===== src/rtl/serial_mult_ctrl.sv =====
// Bit-serial shift-and-add multiplier sharing one full_adder across all partial-product bits.
// Optional build macro SERIAL_MULT_SKIP_ZERO_ROW_EN lets rows with a zero multiplier bit finish in one cycle.

module full_adder (
  input  logic a,
  input  logic b,
  input  logic cin,
  output logic sum,
  output logic cout
);
  assign sum  = a ^ b ^ cin;
  assign cout = (a & b) | (cin & (a ^ b));
endmodule

module serial_mult_ctrl #(
  parameter int unsigned A_W = 4,
  parameter int unsigned B_W = 3
) (
  input  logic               clk,
  input  logic               rst_n,
  input  logic               start,
  input  logic [A_W-1:0]     a,
  input  logic [B_W-1:0]     b,
  output logic               busy,
  output logic               done,
  output logic [A_W+B_W-1:0] product
);

  localparam int unsigned P_W = A_W + B_W;
  localparam int unsigned RW  = (B_W > 1) ? $clog2(B_W) : 1;
  localparam int unsigned CW  = $clog2(A_W + 1);
  localparam int unsigned KW  = (P_W > 1) ? $clog2(P_W) : 1;

  localparam logic [1:0] StIdle = 2'd0;
  localparam logic [1:0] StAdd  = 2'd1;
  localparam logic [1:0] StDone = 2'd2;

  logic [1:0]     state_q, state_d;
  logic [A_W-1:0] a_q, a_d;
  logic [B_W-1:0] b_q, b_d;
  logic [P_W-1:0] p_q, p_d;
  logic [P_W-1:0] product_q, product_d;
  logic [RW-1:0]  row_q, row_d;
  logic [CW-1:0]  bitc_q, bitc_d;
  logic           carry_q, carry_d;

  logic [KW-1:0]  k;
  logic           fa_a, fa_b, fa_sum, fa_cout;
  logic           row_end;

  full_adder u_fa (
    .a    (fa_a),
    .b    (fa_b),
    .cin  (carry_q),
    .sum  (fa_sum),
    .cout (fa_cout)
  );

  // Adder operands for the current schedule position; the column past the
  // multiplicand MSB only propagates the carry into P.
  always_comb begin
    k    = KW'(row_q) + KW'(bitc_q);
    fa_a = p_q[k];
    fa_b = 1'b0;
    if (bitc_q < CW'(A_W)) begin
      fa_b = a_q[bitc_q] & b_q[row_q];
    end
  end

  always_comb begin
    state_d   = state_q;
    a_d       = a_q;
    b_d       = b_q;
    p_d       = p_q;
    product_d = product_q;
    row_d     = row_q;
    bitc_d    = bitc_q;
    carry_d   = carry_q;
    row_end   = 1'b0;

    unique case (state_q)
      StIdle: begin
        if (start) begin
          a_d     = a;
          b_d     = b;
          p_d     = '0;
          row_d   = '0;
          bitc_d  = '0;
          carry_d = 1'b0;
          state_d = StAdd;
        end
      end

      StAdd: begin
`ifdef SERIAL_MULT_SKIP_ZERO_ROW_EN
        if ((bitc_q == '0) && !b_q[row_q]) begin
          row_end = 1'b1;
        end else begin
          p_d[k]  = fa_sum;
          carry_d = fa_cout;
          bitc_d  = bitc_q + CW'(1);
          row_end = (bitc_q == CW'(A_W));
        end
`else
        p_d[k]  = fa_sum;
        carry_d = fa_cout;
        bitc_d  = bitc_q + CW'(1);
        row_end = (bitc_q == CW'(A_W));
`endif
        if (row_end) begin
          bitc_d  = '0;
          carry_d = 1'b0;
          if (row_q == RW'(B_W - 1)) begin
            // Load the result on entry to DONE so it is visible during the done pulse.
            product_d = p_d;
            state_d   = StDone;
          end else begin
            row_d = row_q + RW'(1);
          end
        end
      end

      StDone: begin
        state_d = StIdle;
      end

      default: begin
        state_d = StIdle;
      end
    endcase
  end

  always_ff @(posedge clk) begin
    if (!rst_n) begin
      state_q   <= StIdle;
      a_q       <= '0;
      b_q       <= '0;
      p_q       <= '0;
      product_q <= '0;
      row_q     <= '0;
      bitc_q    <= '0;
      carry_q   <= 1'b0;
    end else begin
      state_q   <= state_d;
      a_q       <= a_d;
      b_q       <= b_d;
      p_q       <= p_d;
      product_q <= product_d;
      row_q     <= row_d;
      bitc_q    <= bitc_d;
      carry_q   <= carry_d;
    end
  end

  assign busy    = (state_q != StIdle);
  assign done    = (state_q == StDone);
  assign product = product_q;

endmodule


===== config.mk =====
export PLATFORM = sky130hd
export DESIGN_NAME = serial_mult_ctrl
export DESIGN_NICKNAME = d
export VERILOG_FILES = /design/src/rtl/serial_mult_ctrl.sv
export SDC_FILE = /design/constraint.sdc
export NUM_CORES = 1
export LEC_CHECK = 0
export BUFFER_PORTS_ARGS = -buffer_cell sky130_fd_sc_hd__buf_2
export CAP_MARGIN = 20
export CORE_MARGIN = 8
export CORE_UTILIZATION = 45
export DETAILED_ROUTE_END_ITERATION = 8
export GPL_TIMING_DRIVEN = 0
export MAX_ROUTING_LAYER = met4
export PLACE_DENSITY = 0.63
export REMOVE_ABC_BUFFERS = 1
export SKIP_CTS_REPAIR_TIMING = 1
export SYNTH_ARGS = -nofsm -noshare
export SYNTH_HDL_FRONTEND = slang
export SYNTH_SLANG_ARGS = --single-unit

===== constraint.sdc =====
create_clock -name clk -period 3.6 [get_ports clk]
set_clock_uncertainty 0.05 [all_clocks]
set_input_delay 0.72 -clock clk [delete_from_list [all_inputs] [get_ports clk]]
set_output_delay 0.72 -clock clk [all_outputs]
set_load 0.01 [all_outputs]

### Yosys cells after proc, flatten, opt, wreduce, memory -nomap -nowiden

Index checks and enable logic that the tools add are counted.

* $add $sub $neg: 3
* magnitude comparators: 5
* equal/unequal tests: 8
* mux-type cells: 26
* bitwise logic cells: 6
* reductions and logical operators: 9

Operators with widths (number)
* one-hot mux 7 bit (2 select lines): 1
* 2-to-1 mux 2 bit: 6
* inequality test 2 bit (second input constant): 4
* one-hot mux 2 bit (2 select lines): 2
* bitwise mux 7 bit: 1
* 2-to-1 mux 1 bit: 7
* 2-to-1 mux 7 bit: 1
* less-than comparator 3 bit (second input constant): 2
* 2-to-1 mux 3 bit: 2
* one-hot mux 3 bit (2 select lines): 1
* AND reduction 3 bit: 2
* binary-select mux 1 bit (select 2 bit): 2
* == test 2 bit (second input constant): 2
* less-than comparator 3 x 4 -> 1 bit (second input constant): 1
* AND reduction 2 bit: 2
* AND reduction 4 bit: 1
* nonzero test 2 bit: 2
* adder 2 x 3 -> 3 bit: 1
* adder 3 x 1 -> 3 bit (second input constant): 1
* bitwise AND 1 bit: 3
* binary-select mux 1 bit (select 3 bit): 1
* demux 1 bit (select 3 bit): 1
* == test 3 bit (second input constant): 1
* greater-or-equal comparator 3 x 1 -> 1 bit (second input constant): 1
* 8 further kinds: 9

* bits in registers: 29
* input bits: 10

### Depth between registers and ports, before layout

Gate-level depths: netlist (run 1).

* depth after elaboration: 9
* gate-level depth with buffers: 13

### Cells and area by module

Synthesis (run 1) repeated with hierarchy kept, for this count alone.

* cells, all modules: 170
* area total of the unflattened synthesis: 1508.9 um^2

Modules (own cells, without submodules)
* serial_mult_ctrl: instances 1, cells each 169, area each 1488.9 um^2, seq. area each 580.6 um^2
* full_adder: instances 1, cells each 1, area each 20.0 um^2, seq. area each 0.0 um^2

### Least setup slack after synthesis (run 1)

OpenSTA, ideal clock, no wires.

* kind: register -> register
* start: reg bitc_q[0]
* end: reg p_q[1]
* setup time: 0.062 ns
* arrival time: 3.013 ns
* required time: 3.488 ns
* path slack: 0.475 ns
* cell stages (with the launch flop): 13
* path buffers: 3
* clock period less this slack: 3.125 ns
* cell sequence: dfxtp_1 ha_1 inv_1 fa_1 clkbuf_1 o221a_1 o22ai_1 fa_1 clkbuf_2 nor4bb_1 clkbuf_1 nand4_1 nand3_1

* longest elaborated chain between the ends: 8
* elaborated cells between the ends (all ways): 17

Ends and longest elaborated chain
* from (decl): RTL line 44 `logic [CW-1:0] bitc_q, bitc_d;`
* from (signal assigned): RTL line 150 `bitc_q <= bitc_d;`
* parallel branches: the longest is 6 deep, another holds less-than comparator 3 x 4 -> 1 bit
* bitwise mux 7 bit (*): RTL line 105 `p_d[k] = fa_sum;`
* one-hot mux 7 bit (2 select lines) (*): RTL line 81 `unique case (state_q)`
* to (signal assigned): RTL line 147 `p_q <= p_d;`
* to (decl): RTL line 41 `logic [P_W-1:0] p_q, p_d;`

Mark *: on every way between the ends. The select of a mux whose other input is x is not followed.
A chain may end at the register's enable or synchronous reset.

### Final worst setup path (run 1)

* start: reg row_q[0]
* end: reg p_q[1]

* longest elaborated chain between the ends: 8
* elaborated cells between the ends (all ways): 16

Ends and longest elaborated chain
* from (decl): RTL line 43 `logic [RW-1:0] row_q, row_d;`
* from (signal assigned): RTL line 149 `row_q <= row_d;`
* parallel branches: the longest is 6 deep, another holds less-than comparator 3 x 4 -> 1 bit
* bitwise mux 7 bit (*): RTL line 105
* one-hot mux 7 bit (2 select lines) (*): RTL line 81

Marks and branches as above.

==> key figures, run 1 <==
Layout
  • Post-layout util: about half
  • Commonest non-fill, non-tap cell in the layout: dfxtp_1
  • Commonest non-fill, non-tap cells in the layout: dfxtp_1 (29), nand3_1 (26), buf_2 (20), nor2b_1 (16), mux2i_1 (10)
  • Fill cells: 350
  • Post-route cell area: 1851 um2
  • Area growth syn-to-layout: 13.16%
  • Layout Cells excl Fill: 244
  • N_diodes: 0
  • Nets: 211
  • Share of cells above drive strength 1: 21.94%
  • Area of the multi-input gates: 968.4 um2
  • FF/Latch Area: 580.6 um2

Logic synthesis
  • Seq/Total Area, Yosys: 35.50%
  • Fraction of registers with async set/reset: 0%
  • Synth Cell Area: 1635 um2
  • Ys Warns: 0
  • Post-synth EDFFs: 0
  • Area leader, netlist: dfxtp_1
  • Post-Syn Instances: 175
  • Area contributors post-synth: dfxtp_1 (36%), nand3_1 (8.0%), mux2i_1 (6.1%)
  • Synth Area per Inst: 9.345 um2
  • Share of Yosys cell area claimed by the top area cell type: ~36%
  • Post-synth cell types: 44
  • Register bit total from synthesis: 29
  • Ys flop type: dfxtp_1

Worst setup path
  • Data arrival, critical path: between 3 and 4 ns
  • CP Class: flip-flop to flip-flop
  • Crit-path max FO: 8
  • Element type at the critical path start: flip-flop
  • CP top delay family: adder cells
  • Critical Path RT: 3.83 ns
  • R2R depth: 11
  • Most used cell, CP: fa_2
  • R2R Path Start: row_q[0]
  • CP Cell Sequence: ha_1 > inv_1 > fa_2 > nand2b_1 > o221a_1 > o22ai_1 > fa_2 > nor4bb_4 > buf_2 > nand4_1 > nand3_1
  • Worst setup EP type: flip-flop
  • R2r setup slk: 0.18 ns
  • Worst path max stage delay: about 0.6 ns
  • CP max-delay cell: fa_2
  • Reg-to-Reg End: p_q[1]
  • Worst path buffer plus inverter count: 2

Hold path
  • HP Class: flip-flop to flip-flop
  • Hold depth: 1
  • Hold Path Origin: product[4]
  • Worst hold endpoint: product[4]

Floorplan
  • Ports: 19
  • Die Area: 5819 um2
  • Die H: approximately 76 um
  • Core Area: ~3600 um2
  • Starting Density: 45.70%
  • Row cnt: 22
  • Die width: 76.29 um

Route
  • WL/cell: approximately 15 um
  • Residual DRC: 0
  • DRT antenna net count: 0
  • DRT iter0 DRCs: 105
  • Routed Wire Length: 3629 um
  • DR vias: 1390
  • Vias per inst: 5.697
  • Initial DRT Pass Iterations: 4

Timing
  • Final Max Slew Viols: 0
  • Worst-Margin Slew: 0.8518 ns
  • Fin Setup TNS: 0 ns
  • Tcrit/Tclk final: 94.98%
  • Maximum achievable frequency: 292.5 MHz
  • Slew margin rel.: between 40% and 50%
  • Hold_ws: 0.4183 ns
  • Finish-stage setup viols: 0
  • Min Tclk post-route: 3.419 ns
  • Final hold vios: 0

Power
  • Leakage power: ~0.75 nW
  • Cell Pwr Density: 320.3 nW/um2
  • Max IR drop VDD: 0.1666 mV

CTS
  • Clock buffer count from CTS: 5
  • # H-tree levels: 2
  • Reg clk slew, reported paths: 0.10 ns
  • Worst skew pair latency: 0.33 ns
  • Clk root buf: clkbuf_4
  • Clock Path Buffers: 2
  • Clock sink count: 29
  • CTS tree: yes

Placement
  • Post-DP HPWL: 2420 um
  • Dpl cell area: 1708 um2
  • GP Congestion: 0.8220
  • Placed insts: between 200 and 250
  • Port Buffers: 18

Global routing
  • Grt total ovfl: 0
  • Largest net degree at the start of global routing: 27
  • GRT Util Overall: approximately an eighth
  • First-pass GRT wire length: 6044 um
  • Number of global-route vias before repair: 1278
  • Initial antenna violation count: 0

Flow run
  • Max Cap Viol: 0

Status
  • Run status: complete, no violations
layout make-up:
cell class / count / area share, %
Clock inverter: 2 / 0.5409
Sequential cell: 29 / 31.37
Tap cell: 48 / 3.245
Multi-Input combinational cell: 123 / 52.33
Inverter: 8 / 1.623
Timing Repair Buffer: 28 / 8.655
Clock buffer: 6 / 2.231
metrics by stage:
stage	setup WS (ns)	power, mW
3_5_place_dp	-0.4212	0.4081
5_1_grt	-0.04733	0.6237
4_1_cts	-0.4393	0.5947
3_3_place_gp	-0.5633	0.4053
2_1_floorplan	0.1457	0.3856
6_report	0.1809	0.5927
power by group:
part | leakage, nW | internal [mW] | switching, mW
logic | 0.486 | 0.0299 | 0.0390
clock network | 0.0320 | 0.0742 | 0.115
registers | 0.235 | 0.328 | 0.00679
how the worst max path moves through the flow:
stage / startpoint / end / slack [ns] / cells after the start
2_1_floorplan: bitc_q[0] / p_q[1] / 0.15 / 10
3_3_place_gp: bitc_q[0] / p_q[1] / -0.56 / 10
3_5_place_dp: bitc_q[0] / p_q[1] / -0.42 / 11
4_1_cts: bitc_q[0] / p_q[1] / -0.44 / 11
5_1_grt: bitc_q[0] / p_q[1] / -0.05 / 11
6_report: row_q[0] / p_q[1] / 0.18 / 11
Yosys cell counts, types with 3 or more instances:
cell      instances
buf_6             3
buf_2             6
dfxtp_1          29
o21bai_1          3
mux2i_1          10
o211ai_1          4
a32o_1            7
clkbuf_1          5
o311ai_1          3
nand3_1          26
a21o_1            4
nand3b_1          3
nand4_1           4
nand2_1           6
inv_1             8
nor2b_1          16
ha_1              4
logic make-up (layout without fill, tap and decap cells):
kind of cell,after synthesis,after routing,synth area share [%]
AND/OR/NAND/NOR,68,68,23.95
buffers and inverters,23,44,7.192
AO/OA/AOI/OAI,36,36,17.68
multiplexers,11,11,7.498
adder cells (fa/ha/maj),6,6,5.509
XOR/XNOR,2,2,2.678
flip-flops,29,29,35.50
metal layers:
| metal | wire, um | track usage [%] |
|---|---|---|
| met2 | 1670 | 19.11 |
| met5 | 0 | - |
| met4 | 65 | 4.615 |
| met3 | 205 | 4.481 |
| met1 | 1689 | 16.24 |
state kept, by name (all words and copies together) (netlist names):
register	count
a_q	4
product	7
carry_q	1
state_q	2
row_q	2
p_q	7
b_q	3
bitc_q	3
No activity file was read; power rests on OpenSTA's default activity.
==> inputs of run 2 (changes only) <==
CELL_PAD_IN_SITES_DETAIL_PLACEMENT = 1   (was unset)
CELL_PAD_IN_SITES_GLOBAL_PLACEMENT = 1   (was unset)
CORE_UTILIZATION = 44   (was 45)
PLACE_DENSITY = 0.77   (was 0.63)
REMOVE_ABC_BUFFERS = unset   (was 1)
==> run 2 against run 1 <==
  * Global-route usage rose by 2.6 points
  * Core utilization grew 0.89 points
  * Sequential cell count stayed put
  * Cell count grew 2.0%
  * Routed wire length increased by 19%
  * Hold slack got worse by 0.00094 ns
  * Die area increased by 1.8%
  * Largest cell class unchanged
==> key figures, run 2 (same netlist as run 1, synthesis figures left out) <==
Route
  • DRT antenna net count: 0
  • DR vias: around 1500
  • Routed Wire Length: 4320 um
  • Residual DRC: 0
  • WL/cell: ~17 um
  • Initial DRT Pass Iterations: 4
  • Vias per inst: 5.888
  • DRT iter0 DRCs: 80

CTS
  • Worst skew pair latency: approximately 0.28 ns
  • Reg clk slew, reported paths: 0.07 ns
  • Clock sink count: 29
  • Clock buffer count from CTS: 5
  • Clock Path Buffers: 2
  • Clk root buf: clkbuf_8
  • CTS tree: yes
  • # H-tree levels: 2

Timing
  • Final hold vios: 0
  • Finish-stage setup viols: 0
  • Tcrit/Tclk final: 91.78%
  • RSZ-0062 raised after global routing: false
  • Slew margin rel.: about three fifths
  • Min Tclk post-route: 3.304 ns
  • Worst-Margin Slew: 0.5921 ns
  • Final Max Slew Viols: 0
  • Maximum achievable frequency: slightly above 300 MHz

Power
  • Switching Share: 24.65%
  • Leakage power: slightly below 0.8 nW
  • Pwr Total: 677.3 uW
  • Sequential share of power: 49.3%
  • Combinational power share: 10.9%
  • Max IR drop VDD: 0.2165 mV
  • Clock network power share: 39.8%
  • Switching power: about 170 uW
  • Cell Pwr Density: 357.1 nW/um2
  • Cell Int Power: 510.3 uW

Global routing
  • GRT Util Overall: between 10% and 20%
  • Largest net degree at the start of global routing: 11
  • Initial antenna violation count: 0
  • Grt total ovfl: 0
  • Number of global-route vias before repair: 1578
  • First-pass GRT wire length: 7369 um

Flow run
  • Max Cap Viol: 0

Logic synthesis
  • Post-Synthesis Net Count: 191

Layout
  • Nets: 217
  • Area growth syn-to-layout: 15.99%
  • Area of the multi-input gates: around 950 um2
  • N_diodes: 0
  • Commonest non-fill, non-tap cells in the layout: dfxtp_1 (28), nand3_1 (26), buf_2 (25), nor2b_1 (16), mux2i_1 (10)
  • Fill cells: 432
  • Share of cells above drive strength 1: 21.89%
  • Commonest non-fill, non-tap cell in the layout: dfxtp_1
  • FF/Latch Area: about 580 um2
  • Post-route cell area: 1897 um2
  • Post-layout util: 52.60%
  • Layout Cells excl Fill: approximately 250

Status
  • Run status: complete, no violations

Placement
  • Post-DP HPWL: 3283 um
  • Placed insts: 241
  • GP Congestion: 0.8165
  • Port Buffers: 18
  • Dpl cell area: 1785 um2

Worst setup path
  • Worst path max stage delay: 0.46 ns
  • Crit-path max FO: 10
  • CP Class: flip-flop to flip-flop
  • CP Cell Sequence: ha_1 > inv_1 > fa_2 > xor2_4 > buf_6 > mux2i_1 > o22ai_1 > fa_1 > clkbuf_2 > nor4bb_1 > buf_2 > nand4_1 > nand3_1
  • Data arrival, critical path: 3.48 ns
  • Worst setup EP type: flip-flop
  • CP top delay family: adder cells
  • Worst path buffer plus inverter count: 4
  • Critical Path RT: 3.78 ns
  • Element type at the critical path start: flip-flop
  • CP max-delay cell: fa_1

Floorplan
  • Die width: between 70 and 80 um
  • Row cnt: 22
  • Die H: a little under 80 um
  • Starting Density: between 40% and 50%
  • Core Area: 3606 um2
  • Ports: 19
  • Die Area: 5924 um2

Hold path
  • HP Class: flip-flop to flip-flop
-- run 2: changes by cell type in the layout (fill, tap and decap cells not counted), sizes merged --
cell	before	now
clkbuf	6	12
buf	28	29
clkinv	2	0
-- run 2: metrics by stage --
stage,hold WS [ns],setup WS (ns),setup TNS [ns]
after floorplan,0.4259,0.4745,0
after global placement,0.3989,0.02023,0
after detailed placement,0.4069,-0.05170,-0.1762
after CTS,0.4216,-0.09579,-0.4666
after global routing,0.4478,0.01210,0
final,0.4174,0.2958,0
-- run 2: cell type report --
cell class / instances / share of cell area [%]
repair buffers: 19 / 5.145
multi-input cells: 123 / 50.13
clock buffers: 7 / 4.551
plain buffers: 15 / 4.749
flip-flops and latches: 29 / 30.67
well taps: 48 / 3.166
inverters: 8 / 1.583
-- run 2: path summary, 6_finish.rpt --
| check | start | end | depth (start not counted) | slack (ns) |
|---|---|---|---|---|
| worst max-delay path | row_q[0] | p_q[1] | 13 | 0.30 |
| worst min-delay path | product[1] | product[1] | 1 | 0.42 |
| worst max register to register | row_q[0] | p_q[1] | 13 | 0.30 |
| worst min register to register | product[1] | product[1] | 1 | 0.42 |
-- run 2: layer usage --
| layer | GRT usage, % | wire (um) | vias up |
|---|---|---|---|
| met5 | - | 0 | - |
| met4 | 5.577 | 59 | 0 |
| met3 | 4.662 | 145 | 8 |
| met2 | 28.55 | 2411 | 35 |
| met1 | 15.25 | 1703 | 729 |
| li1 | - | - | 694 |
-- run 2: power by group through the flow --
stage	Combinational, mW	Clock (mW)	Sequential, mW
3_3_place_gp	0.0701	0	0.340
4_1_cts	0.0740	0.279	0.334
3_5_place_dp	0.0732	0	0.341
6_report	0.0738	0.270	0.334
5_1_grt	0.0823	0.294	0.335
2_1_floorplan	0.0520	0	0.339
